`src/rtl/output_queue_scheduler.sv`:
```
// Output-port queue scheduler: strict priority or deficit round robin (DRR)
// selection of one of PRI_NUM queues, then a request/ack handshake with the
// read engine and a wait for end of packet.
// Optional feature: define SCHED_TIMEOUT_EN to add a WAIT_DONE watchdog that
// pulses timeout_err and returns to SELECT after TIMEOUT_CYCLES cycles.
module output_queue_scheduler #(
  parameter int unsigned PRI_NUM        = 8,
  parameter int unsigned LEN_WIDTH      = 12,
  parameter int unsigned TIMEOUT_CYCLES = 1023
) (
  input  logic                           clk,
  input  logic                           reset,
  input  logic                           sched_mode,
  input  logic [PRI_NUM-1:0]             q_nonempty,
  input  logic [PRI_NUM*LEN_WIDTH-1:0]   q_head_len,
  input  logic [PRI_NUM*LEN_WIDTH-1:0]   quantum,
  input  logic                           deq_ack,
  input  logic                           pkt_done,
  output logic                           deq_req,
  output logic [$clog2(PRI_NUM)-1:0]     deq_qid,
  output logic                           busy,
  output logic                           timeout_err
);

  localparam int unsigned QID_W = $clog2(PRI_NUM);
  localparam int unsigned DEF_W = LEN_WIDTH + 1;
  localparam int unsigned SUM_W = DEF_W + 1;

  typedef enum logic [1:0] {
    IDLE      = 2'd0,
    SELECT    = 2'd1,
    GRANT     = 2'd2,
    WAIT_DONE = 2'd3
  } state_t;

  state_t               r_state;
  state_t               w_state_nxt;
  logic [QID_W-1:0]     r_rr_ptr;
  logic [QID_W-1:0]     w_rr_ptr_nxt;
  logic [QID_W-1:0]     w_rr_ptr_inc;
  logic [QID_W-1:0]     w_qid_nxt;
  logic [QID_W-1:0]     w_strict_qid;
  logic [DEF_W-1:0]     r_deficit [PRI_NUM];
  logic [LEN_WIDTH-1:0] w_len     [PRI_NUM];
  logic [LEN_WIDTH-1:0] w_quant   [PRI_NUM];
  logic [DEF_W-1:0]     w_def_cur;
  logic [DEF_W-1:0]     w_len_cur;
  logic [DEF_W-1:0]     w_quant_cur;
  logic [DEF_W-1:0]     w_def_add;
  logic [DEF_W-1:0]     w_def_wval;
  logic [SUM_W-1:0]     w_def_sum;
  logic                 w_def_we;
  logic                 w_wd_expire;

  // Unpack per-queue head lengths and quanta
  always_comb begin
    for (int i = 0; i < PRI_NUM; i++) begin
      w_len[i]   = q_head_len[i*LEN_WIDTH +: LEN_WIDTH];
      w_quant[i] = quantum[i*LEN_WIDTH +: LEN_WIDTH];
    end
  end

  // DRR operands for the queue under the round-robin pointer
  always_comb begin
    w_rr_ptr_inc = (r_rr_ptr == QID_W'(PRI_NUM - 1)) ? '0 : r_rr_ptr + QID_W'(1);
    w_def_cur    = r_deficit[r_rr_ptr];
    w_len_cur    = DEF_W'(w_len[r_rr_ptr]);
    w_quant_cur  = DEF_W'(w_quant[r_rr_ptr]);
    w_def_sum    = SUM_W'(w_def_cur) + SUM_W'(w_quant_cur);
    w_def_add    = w_def_sum[DEF_W] ? '1 : w_def_sum[DEF_W-1:0];
  end

  // Strict priority: highest-index nonempty queue wins
  always_comb begin
    w_strict_qid = '0;
    for (int i = 0; i < PRI_NUM; i++) begin
      if (q_nonempty[i]) w_strict_qid = QID_W'(i);
    end
  end

`ifdef SCHED_TIMEOUT_EN
  localparam int unsigned WD_W = $clog2(TIMEOUT_CYCLES + 1);
  logic [WD_W-1:0] r_wdog;

  assign w_wd_expire = (r_state == WAIT_DONE) && (r_wdog == WD_W'(TIMEOUT_CYCLES - 1));

  // Watchdog counts consecutive WAIT_DONE cycles, clears on any exit
  always_ff @(posedge clk or posedge reset) begin
    if (reset) begin
      r_wdog <= '0;
    end else if ((r_state == WAIT_DONE) && (w_state_nxt == WAIT_DONE)) begin
      r_wdog <= r_wdog + WD_W'(1);
    end else begin
      r_wdog <= '0;
    end
  end

  // Error pulse on expiry; a coincident pkt_done suppresses it
  always_ff @(posedge clk or posedge reset) begin
    if (reset) begin
      timeout_err <= 1'b0;
    end else begin
      timeout_err <= w_wd_expire && !pkt_done;
    end
  end
`else
  // Watchdog compiled out: WAIT_DONE waits for pkt_done indefinitely
  assign w_wd_expire = 1'b0;
  assign timeout_err = 1'b0 & (TIMEOUT_CYCLES != 0);
`endif

  // Next-state, queue selection and DRR deficit update
  always_comb begin
    w_state_nxt  = r_state;
    w_qid_nxt    = deq_qid;
    w_rr_ptr_nxt = r_rr_ptr;
    w_def_we     = 1'b0;
    w_def_wval   = '0;
    case (r_state)
      IDLE: begin
        if (|q_nonempty) w_state_nxt = SELECT;
      end
      SELECT: begin
        if (!(|q_nonempty)) begin
          w_state_nxt = IDLE;
        end else if (!sched_mode) begin
          w_qid_nxt   = w_strict_qid;
          w_state_nxt = GRANT;
        end else if (!q_nonempty[r_rr_ptr]) begin
          w_def_we     = 1'b1;
          w_def_wval   = '0;
          w_rr_ptr_nxt = w_rr_ptr_inc;
        end else if ((w_quant_cur != '0) && (w_def_cur >= w_len_cur)) begin
          w_qid_nxt   = r_rr_ptr;
          w_def_we    = 1'b1;
          w_def_wval  = w_def_cur - w_len_cur;
          w_state_nxt = GRANT;
        end else begin
          w_def_we     = 1'b1;
          w_def_wval   = w_def_add;
          w_rr_ptr_nxt = w_rr_ptr_inc;
        end
      end
      GRANT: begin
        if (deq_ack) w_state_nxt = WAIT_DONE;
      end
      WAIT_DONE: begin
        if (pkt_done) begin
          w_state_nxt = SELECT;
        end else if (w_wd_expire) begin
          w_state_nxt = SELECT;
        end
      end
      default: w_state_nxt = IDLE;
    endcase
  end

  // State, pointer and registered outputs
  always_ff @(posedge clk or posedge reset) begin
    if (reset) begin
      r_state  <= IDLE;
      r_rr_ptr <= '0;
      deq_req  <= 1'b0;
      deq_qid  <= '0;
      busy     <= 1'b0;
    end else begin
      r_state  <= w_state_nxt;
      r_rr_ptr <= w_rr_ptr_nxt;
      deq_req  <= (w_state_nxt == GRANT);
      deq_qid  <= w_qid_nxt;
      busy     <= (w_state_nxt != IDLE);
    end
  end

  // Deficit counters, one entry written per SELECT cycle in DRR mode
  always_ff @(posedge clk or posedge reset) begin
    if (reset) begin
      for (int i = 0; i < PRI_NUM; i++) r_deficit[i] <= '0;
    end else if (w_def_we) begin
      r_deficit[r_rr_ptr] <= w_def_wval;
    end
  end

endmodule

```
`config.mk`:
```
export PLATFORM = sky130hd
export DESIGN_NAME = output_queue_scheduler
export DESIGN_NICKNAME = d
export VERILOG_FILES = /design/src/rtl/output_queue_scheduler.sv
export SDC_FILE = /design/constraint.sdc
export NUM_CORES = 1
export LEC_CHECK = 0
export CAP_MARGIN = 20
export CORE_ASPECT_RATIO = 1.25
export CORE_MARGIN = 3
export CORE_UTILIZATION = 28
export DETAILED_ROUTE_END_ITERATION = 8
export PLACE_DENSITY = 0.54
export SLEW_MARGIN = 20
export SYNTH_ARGS = -nofsm -noshare
export SYNTH_HDL_FRONTEND = slang
export SYNTH_SLANG_ARGS = --single-unit
```
`constraint.sdc`:
```
create_clock -name clk -period 6.5 [get_ports clk]
set_input_delay 1.95 -clock clk [delete_from_list [all_inputs] [get_ports clk]]
set_output_delay 1.95 -clock clk [all_outputs]
set_load 0.03 [all_outputs]
```
==> metrics.yaml, run 1 <==
status: "completed"
drt_iter0_drc: 518
p_leak_nw: 4.84
synth_area_leader_cell: "dfrtp_1"
ctsResizeCount: 0
routed_wl_um: 32700
die_y_um: 204
synthCells: 913
synth-main-ff-cell: "dfrtp_1"
crit_end: "r_deficit[51]"
dr.pass1.iters: 5
vias: 7988
die-width_um: 164
hold_buffers: 0
yosysWarnings: 0
final_cell_mix: "clkdlybuf4s50_1, nand2_1, dfrtp_1"
crit_required_ps: 6800
cts_setup_buffers: 0
hp-class: "flop to flop"
synth_compound_area_frac: 0.250
worstRegToRegCells: 13
synth_top_family_by_area: "compound AO/OA/AOI/OAI gates"
finalSetupTns_ps: 0
grtUsageTotal: 0.193
grt_pass1_vias: 8052
synth_fp_nets: 1146
period_needed_ps: 5470
p_total_mw: 6.04
root_buffer: "clkbuf_16"
worstMarginPinSlew_ps: 1060
rows: 71
setup_ws_ps: 1030
slew-limit-headroom: 0.290
overflow: 0
detail_route.vias_per_cell: 5.26
clockBufferDepth: 2
dieArea_um2: 33400
crit_arrival_ps: 5770
synthMuxAreaShare: 0.161
antenna_found_initial: 1
ir_drop_uv: 249
cts_inserted_buffers: 17
insertion_delay_ps: 430
drcViolationCount: 0
fmax_mhz: 183
finClkSkew_ps: 10.2
rr_startpoint: "r_rr_ptr[2]"
power.density_nw_per_um2: 508
place_ws_ps: 582
syn2layout_area_growth_pct: 35.8
htreeDepth: 4
crit_fanout: 8
synth_top_cell_area_share: 0.326
ant_nets: 0
dp_hpwl_um: 24100
synth-edff-count: 0
postSynthAreaPerCell_um2: 9.58
place_congestion: 0.925
cts_num_sinks: 114
end_kind: "flop"
startpoint: "quantum[91]"
rrSetupSlack_ps: 1390
async_flop_share: 1.00
multi_input_area_um2: 5450
maxCapViolations: 0
initial_core_util: 0.287
synthXorXnorAreaFrac: 0.0160
synth_area_leaders: "dfrtp_1, nand2_1, mux4_2"
stdcell_count: 1518
fin_nets: 1336
hold_slack_ps: 472
grt_max_degree: 55
drive_above_1_share: 0.159
regArea_um2: 2860
wire_per_inst_um: 21.5
syn_area_um2: 8750
critPathKind: "primary input to flop"
final_common_cell: "clkdlybuf4s50_1"
synth_simple_gate_area_share: 0.151
grt_pass1_wl_um: 48900
slew_viol_final: 0
cts_tree: "built"
ys_seq_elements: 114
start_kind: "primary input"
dp.cells: 1485
fillerInstances: 3040
period_share: 0.841
yosysUniqueCellTypes: 76
io-pin-count: 211
min_from: "r_deficit[11]"
clkTransAtPathRegs_ps: 60
timing.rr.end: "r_deficit[53]"
setup_viol: 0
rsz0062_at_grt: "false"
numPortBuffers: 209
synthAdderAreaFrac: 0.0418
synth-seq-area-share: 0.326
hold_viol_final: 0
coreArea_um2: 30500
kinds of logic (layout without fill, tap and decap cells):
family,after synthesis,in the layout
other,1,2
buffers and inverters,87,290
AO/OA/AOI/OAI,285,285
adder cells (fa/ha/maj),28,28
XOR/XNOR,16,16
AND/OR/NAND/NOR,276,276
multiplexers,106,106
flip-flops,114,114
worst max-delay path, stage by stage:
cell	delay (ps)
clkdlybuf4s50_1	390
mux2_2	260
a221oi_1	570
o22ai_1	230
ha_1	400
and3_1	180
a221oi_1	300
a21boi_0	240
o2111ai_1	270
nor4b_1	250
a211oi_1	80
mux2_2	350
mux2_2	290
routing by layer:
metal	track usage	vias up	part of all wire
met2	0.345	258	0.51
li1	-	3837	-
met4	0.0677	0	0.029
met1	0.230	3836	0.40
met3	0.0337	57	0.057
met5	0	-	0
cells in the mapped netlist, drive strengths merged (3+ instances only):
master	number
mux4	24
nand2b	6
dfrtp	114
o211ai	4
o221ai	6
nand3	14
a21o	15
nor4	5
a31oi	6
a221oi	22
mux2	38
o2bb2ai	4
xor2	6
a22o	3
a21boi	4
nand4	4
nand2	153
a211oi	9
or2	3
and2	4
ha	26
nor4b	3
inv	19
buf	42
o21bai	3
o21a	5
mux2i	44
clkbuf	26
o31ai	73
nor2b	7
a211o	5
a21oi	32
xnor2	10
o22ai	7
and3	5
nor3	21
a22oi	14
nor2	45
o21ai	58
a32oi	3
report_power, final:
| group | internal, mW | switching, mW | leakage [nW] | total, mW |
|---|---|---|---|---|
| clock network | 0.692 | 0.342 | 0.320 | 1.03 |
| logic | 1.48 | 2.28 | 2.97 | 3.76 |
| registers | 0.958 | 0.289 | 1.55 | 1.25 |
area by class of cell:
type | instances | share of cell area
tap | 401 | 0.0422
antenna | 1 | 0.000211
clock inverter | 8 | 0.0124
sequential | 114 | 0.241
clock buffer | 24 | 0.0422
timing repair buffer | 239 | 0.197
inverter | 19 | 0.00621
multi-input combinational | 712 | 0.458
registers in the layout (all words and copies together), names as in the netlist:
register / flops
busy: 1
deq_qid: 3
deq_req: 1
r_deficit: 104
r_rr_ptr: 3
r_state: 2
how the worst min path moves through the flow:
| stage | end | slack (ps) | depth (start not counted) |
|---|---|---|---|
| 3_5_place_dp | r_deficit[69] | 460 | 2 |
| 5_1_grt | r_deficit[98] | 490 | 2 |
| 2_1_floorplan | r_deficit[4] | 440 | 2 |
| 4_1_cts | r_deficit[69] | 470 | 2 |
| 3_3_place_gp | r_deficit[89] | 450 | 2 |
| 6_report | r_deficit[11] | 470 | 2 |
per-stage QoR:
stage	utilization	area, um^2
after CTS	0.390	11900
after global routing	0.390	11900
after global placement	0.368	11200
after floorplan	-	8750
final	0.390	11900
after detailed placement	0.368	11200
Note: power is estimated with default switching activity, not from simulation.
==> run 2: changes to the inputs <==
Clock period 6.5 ns to 5.2 ns, I/O delays scaled along.
==> run 2 against run 1 <==
Compared with the run above: clock-buffer cell count shrank 2; clock power is essentially flat; highest routed layer unchanged; die area is the same; critical path type unchanged; largest cell class unchanged.
==> metrics.yaml, run 2 (synthesized netlist as in run 1, its figures left out) <==
status: "completed"
die_y_um: 204  # unchanged
vias: 8299  # +3.9%
crit_fanout: 9  # +1
period_share: 0.936
clock_power_share: 0.131  # -0.040
end_kind: "flop"
worst-path-buf-inv: 5  # +4
min_from: "r_deficit[89]"
worstRegToRegCells: 18  # +5
regMostFlops: "r_deficit"
cts_tree: "built"
dr.pass1.iters: 5  # unchanged
final_common_cell: "clkdlybuf4s50_1"
multi_input_area_um2: 5440  # -0.14%
slowest_stage: "clkdlybuf4s50_1"
timing.rr.end: "r_deficit[43]"
worstMarginPinSlew_ps: 783  # -280 ps
fin_area_um2: 12400  # +4.0%
grt_pass1_vias: 8514  # +5.7%
place_congestion: 0.952  # +2.9%
rr_startpoint: "r_rr_ptr[2]"
cts_inserted_buffers: 17  # unchanged
ctsResizeCount: 0  # unchanged
setup_viol: 0  # unchanged
wire_per_inst_um: 21.1  # -2.0%
pwr-share-comb: 0.685  # +0.063
dp_hpwl_um: 25600  # +6.2%
hold_buffers: 0  # unchanged
detail_route.vias_per_cell: 5.26  # -0.12%
start_kind: "primary input"
root_buffer: "clkbuf_16"
top_regs: "r_deficit x104, deq_qid x3, r_rr_ptr x3"
hold_viol_final: 0  # unchanged
slowest_delay_ps: 400  # -170 ps
slew_viol_final: 0  # unchanged
internal_power_mw: 4.14  # +32%
place_area_um2: 11800  # +5.4%
hold_path_end: "r_deficit[89]"
overflow: 0  # unchanged
largest_reg_flops: 104  # unchanged
drcViolationCount: 0  # unchanged
grtUsageTotal: 0.197  # +0.00471
rows: 71  # unchanged
slew-limit-headroom: 0.478  # +0.188
switchingPower_mw: 3.73  # +28%
p_leak_nw: 5.13  # +5.9%
die-width_um: 164  # unchanged
grt_max_degree: 60  # +9.1%
io-pin-count: 211  # unchanged
syn2layout_area_growth_pct: 41.3
crit_arrival_ps: 5160  # -610 ps
hp-class: "flop to flop"
fmax_mhz: 206
maxCapViolations: 0  # unchanged
power.density_nw_per_um2: 637  # +25%
numPortBuffers: 209  # unchanged
cp_top_family: "compound AO/OA/AOI/OAI gates"
coreArea_um2: 30500  # unchanged
cts_num_sinks: 114  # unchanged
drive_above_1_share: 0.197  # +0.0380
crit_required_ps: 5490  # -1310 ps
antenna_found_initial: 3  # +2
initial_core_util: 0.287  # unchanged
htreeDepth: 4  # unchanged
drt_iter0_drc: 562  # +8.5%
cpMostUsedCell: "buf_4"
pwr-share-seq: 0.185  # -0.022
finClkSkew_ps: 11.0  # +0.801 ps
dieArea_um2: 33400  # unchanged
insertion_delay_ps: 430  # about the same
rrSetupSlack_ps: 640  # -750 ps
regArea_um2: 2860  # unchanged
routed_wl_um: 33300  # +2.0%
ir_drop_uv: 345  # +39%
final_cell_mix: "clkdlybuf4s50_1, nand2_1, dfrtp_1"
critPathKind: "primary input to flop"
fin_nets: 1396  # +4.5%
p_sw_frac: 0.474  # -0.00697
ant_nets: 0  # unchanged
grt_pass1_wl_um: 50200  # +2.6%
fillerInstances: 2984  # -1.8%
crit_chain: "clkdlybuf4s50_1, mux2_2, a221oi_1, a21oi_1, a221oi_1, buf_4, ha_1, buf_4, nand2_1, o21ai_0, o31ai_1, and2_1, a21oi_4, buf_4, buf_4, nor3_4, o31ai_1"
rsz0062_at_grt: "false"
cts_setup_buffers: 0  # unchanged
clockBufferDepth: 2  # unchanged
min_path_cells: 2  # unchanged
clkTransAtPathRegs_ps: 50  # about the same
hold_slack_ps: 471  # -1.02 ps
period_needed_ps: 4860
finalSetupTns_ps: 0  # unchanged
## run 2: worst max path at each step
stage	endpoint	startpoint	depth (start not counted)
6_report	r_deficit[43]	q_head_len[67]	17
5_1_grt	r_deficit[43]	q_head_len[67]	17
4_1_cts	r_deficit[43]	q_head_len[67]	17
3_5_place_dp	r_deficit[51]	quantum[91]	14
3_3_place_gp	r_deficit[25]	quantum[91]	14
2_1_floorplan	r_deficit[14]	r_rr_ptr[2]	20
## run 2: layer usage
layer	track usage	share of wire	routed length (um)	vias up
met5	0	0	0	-
li1	-	-	-	3959
met4	0.0916	0.040	1340	0
met2	0.353	0.51	17100	244
met3	0.0327	0.052	1740	53
met1	0.228	0.40	13200	4043
## run 2: power by group through the flow
stage	combinational (mW)	clock [mW]	sequential, mW
global placement	5.38	0	1.46
finish	5.38	1.03	1.45
floorplan	3.49	0	1.35
global route	5.84	1.09	1.50
detailed placement	5.37	0	1.47
CTS	5.40	1.05	1.45
## run 2: metrics by stage
step | setup WS, ps | total power [mW] | std cells | utilization
6_report | 335 | 7.87 | 1579 | 0.406
5_1_grt | 67.8 | 8.42 | 1579 | 0.406
4_1_cts | 359 | 7.90 | 1576 | 0.405
3_5_place_dp | -69.8 | 6.84 | 1545 | 0.388
3_3_place_gp | -65.0 | 6.83 | 1545 | 0.388
2_1_floorplan | 572 | 4.84 | 913 | -
## run 2: worst min-delay path, delay by kind of cell, from the launching register on
family	cells	cell delay, ps
flops	1	340
simple gates	1	50
compound gates	1	50
## run 2: cell type report
cell class / instances / share of cell area
clock inverter: 9 / 0.00496
multi-input combinational: 712 / 0.440
clock buffer: 22 / 0.0368
timing repair buffer: 299 / 0.239
tap: 401 / 0.0406
sequential: 114 / 0.232
antenna: 3 / 0.000608
inverter: 19 / 0.00597
==> run 3: changes to the inputs <==
Settings changed: CTS_CLUSTER_SIZE set to 20, GPL_TIMING_DRIVEN set to 0.
==> run 3 against run 2 <==
Compared with the run above: sequential cell count did not move; combinational power increased by 2%; clock skew up 2.4 ps; via count up 2.5%; non-clock buffer count down 11; maximum frequency is 4.4% lower.
==> metrics.yaml, run 3 (synthesized netlist as in run 1, its figures left out) <==
finClkSkew_ps: 13.4  # +2.38 ps
cts_inserted_buffers: 17  # unchanged
insertion_delay_ps: 440  # about the same
cts_tree: "built"
fin_area_um2: 12200  # -1.1%
grt_pass1_vias: 8533  # +0.22%
detail_route.vias_per_cell: 5.43  # +3.3%
die_y_um: 204  # unchanged
place_congestion: 0.904  # -5.1%
maxCapViolations: 0  # unchanged
antenna_found_initial: 1  # -2
dp.cells: 1524  # -1.4%
numPortBuffers: 209  # unchanged
dp_hpwl_um: 29000  # +13%
root_buffer: "clkbuf_16"
die-width_um: 164  # unchanged
worstMarginPinSlew_ps: 1130  # +347 ps
crit_arrival_ps: 5400  # +240 ps
grtUsageTotal: 0.224  # +0.0261
hold_viol_final: 0  # unchanged
rows: 71  # unchanged
drive_above_1_share: 0.179  # -0.0181
final_cell_mix: "clkdlybuf4s50_1, nand2_1, dfrtp_1"
slew_viol_final: 0  # unchanged
wire_per_inst_um: 24.4  # +16%
crit_required_ps: 5510  # +20 ps
final_common_cell: "clkdlybuf4s50_1"
drt_iter0_drc: 683  # +22%
p_leak_nw: 4.99  # -2.7%
status: "completed"
multi_input_area_um2: 5500  # +1.1%
regMostFlops: "r_deficit"
clkTransAtPathRegs_ps: 60  # about the same
place_area_um2: 11400  # -3.9%
end_kind: "flop"
syn2layout_area_growth_pct: 39.8
critPathKind: "flop to flop"
rrSetupSlack_ps: 110  # -530 ps
p_total_mw: 7.97  # +1.4%
slew-limit-headroom: 0.243  # -0.235
period_needed_ps: 5090  # +224 ps
grt_pass1_wl_um: 54900  # +9.4%
dr.pass1.iters: 5  # unchanged
io-pin-count: 211  # unchanged
clockBufferDepth: 2  # unchanged
fin_nets: 1385  # -0.79%
ant_nets: 0  # unchanged
htreeDepth: 4  # unchanged
coreArea_um2: 30500  # unchanged
overflow: 0  # unchanged
dieArea_um2: 33400  # unchanged
finalSetupTns_ps: 0  # unchanged
setup_viol: 0  # unchanged
drcViolationCount: 0  # unchanged
fmax_mhz: 197  # -4.4%
routed_wl_um: 38200  # +15%
ir_drop_uv: 345  # about the same
start_kind: "flop"
crit_fanout: 10  # +1
hp-class: "flop to flop"
regArea_um2: 2850  # -0.39%
stdcell_count: 1567  # -0.76%
initial_core_util: 0.287  # unchanged
fillerInstances: 3029  # +1.5%
vias: 8507  # +2.5%
largest_reg_flops: 104  # unchanged
period_share: 0.979  # +0.0431
hold_buffers: 0  # unchanged
grt_max_degree: 76  # +27%
power.density_nw_per_um2: 652  # +2.5%
top_regs: "r_deficit x104, deq_qid x3, r_rr_ptr x3"
rsz0062_at_grt: "false"
cts_num_sinks: 114  # unchanged
[run 3: changes by cell type in the layout (fill, tap and decap cells not counted), moves of 8 or more]
cell      change
buf_2         +8
buf_12       -10
buf_4        -56
clkbuf_1     +18
buf_6        +17
[run 3: what timing repair did]
| action | CTS | global route |
|---|---|---|
| pin swaps | 7 | 6 |
| endpoints found under the setup margin | 113 | 108 |
| resized for setup | 43 | 14 |
| buffers inserted | 4 | 7 |
[run 3: routing by layer]
metal | share of wire | track usage | vias up
li1 | - | - | 3948
met1 | 0.38 | 0.251 | 4150
met2 | 0.51 | 0.401 | 319
met3 | 0.062 | 0.0419 | 90
met4 | 0.051 | 0.111 | 0
met5 | 0 | 0 | -
[run 3: area by class of cell]
cell class,count,share of cell area
antenna,1,0.000205
buffer,67,0.0379
clock buffer,19,0.0370
clock inverter,13,0.00911
inverter,19,0.00624
multi-input combinational,712,0.450
sequential,114,0.233
tap,401,0.0410
timing repair buffer,221,0.185
[run 3: per-stage QoR]
step / hold WS [ps] / setup slack (ps) / util
floorplan: 443 / 572 / -
global placement: 458 / -1650 / 0.372
detailed placement: 460 / -1600 / 0.373
CTS: 473 / 25.2 / 0.397
global route: 489 / 2.72 / 0.401
finish: 472 / 111 / 0.401
[run 3: power breakdown]
part	internal (mW)	switching [mW]	leakage [nW]	total (mW)
combinational	2.13	3.35	3.16	5.49
clock	0.678	0.444	0.271	1.12
sequential	1.19	0.171	1.55	1.36
total	4.01	3.97	4.99	7.97
[run 3: final timing paths]
kind	from	end	depth (start not counted)
worst max-delay path	r_rr_ptr[1]	r_deficit[103]	14
worst min-delay path	r_deficit[62]	r_deficit[62]	2
worst max register to register	r_rr_ptr[1]	r_deficit[103]	14
worst min register to register	r_deficit[62]	r_deficit[62]	2
max in group asynchronous	reset	busy	3
min in group asynchronous	reset	r_deficit[32]	2
[run 3: worst max-delay path: stages (launching register included)]
cell and delay [ps]:
dfrtp_1 370, buf_2 180, inv_1 80, clkbuf_1 660
buf_1 710, o221ai_1 420, ha_1 450, a21o_1 210
a221oi_1 410, a21boi_2 160, o2111ai_1 260, nor4b_1 300
a211oi_1 100, mux2_4 350, mux2_2 270
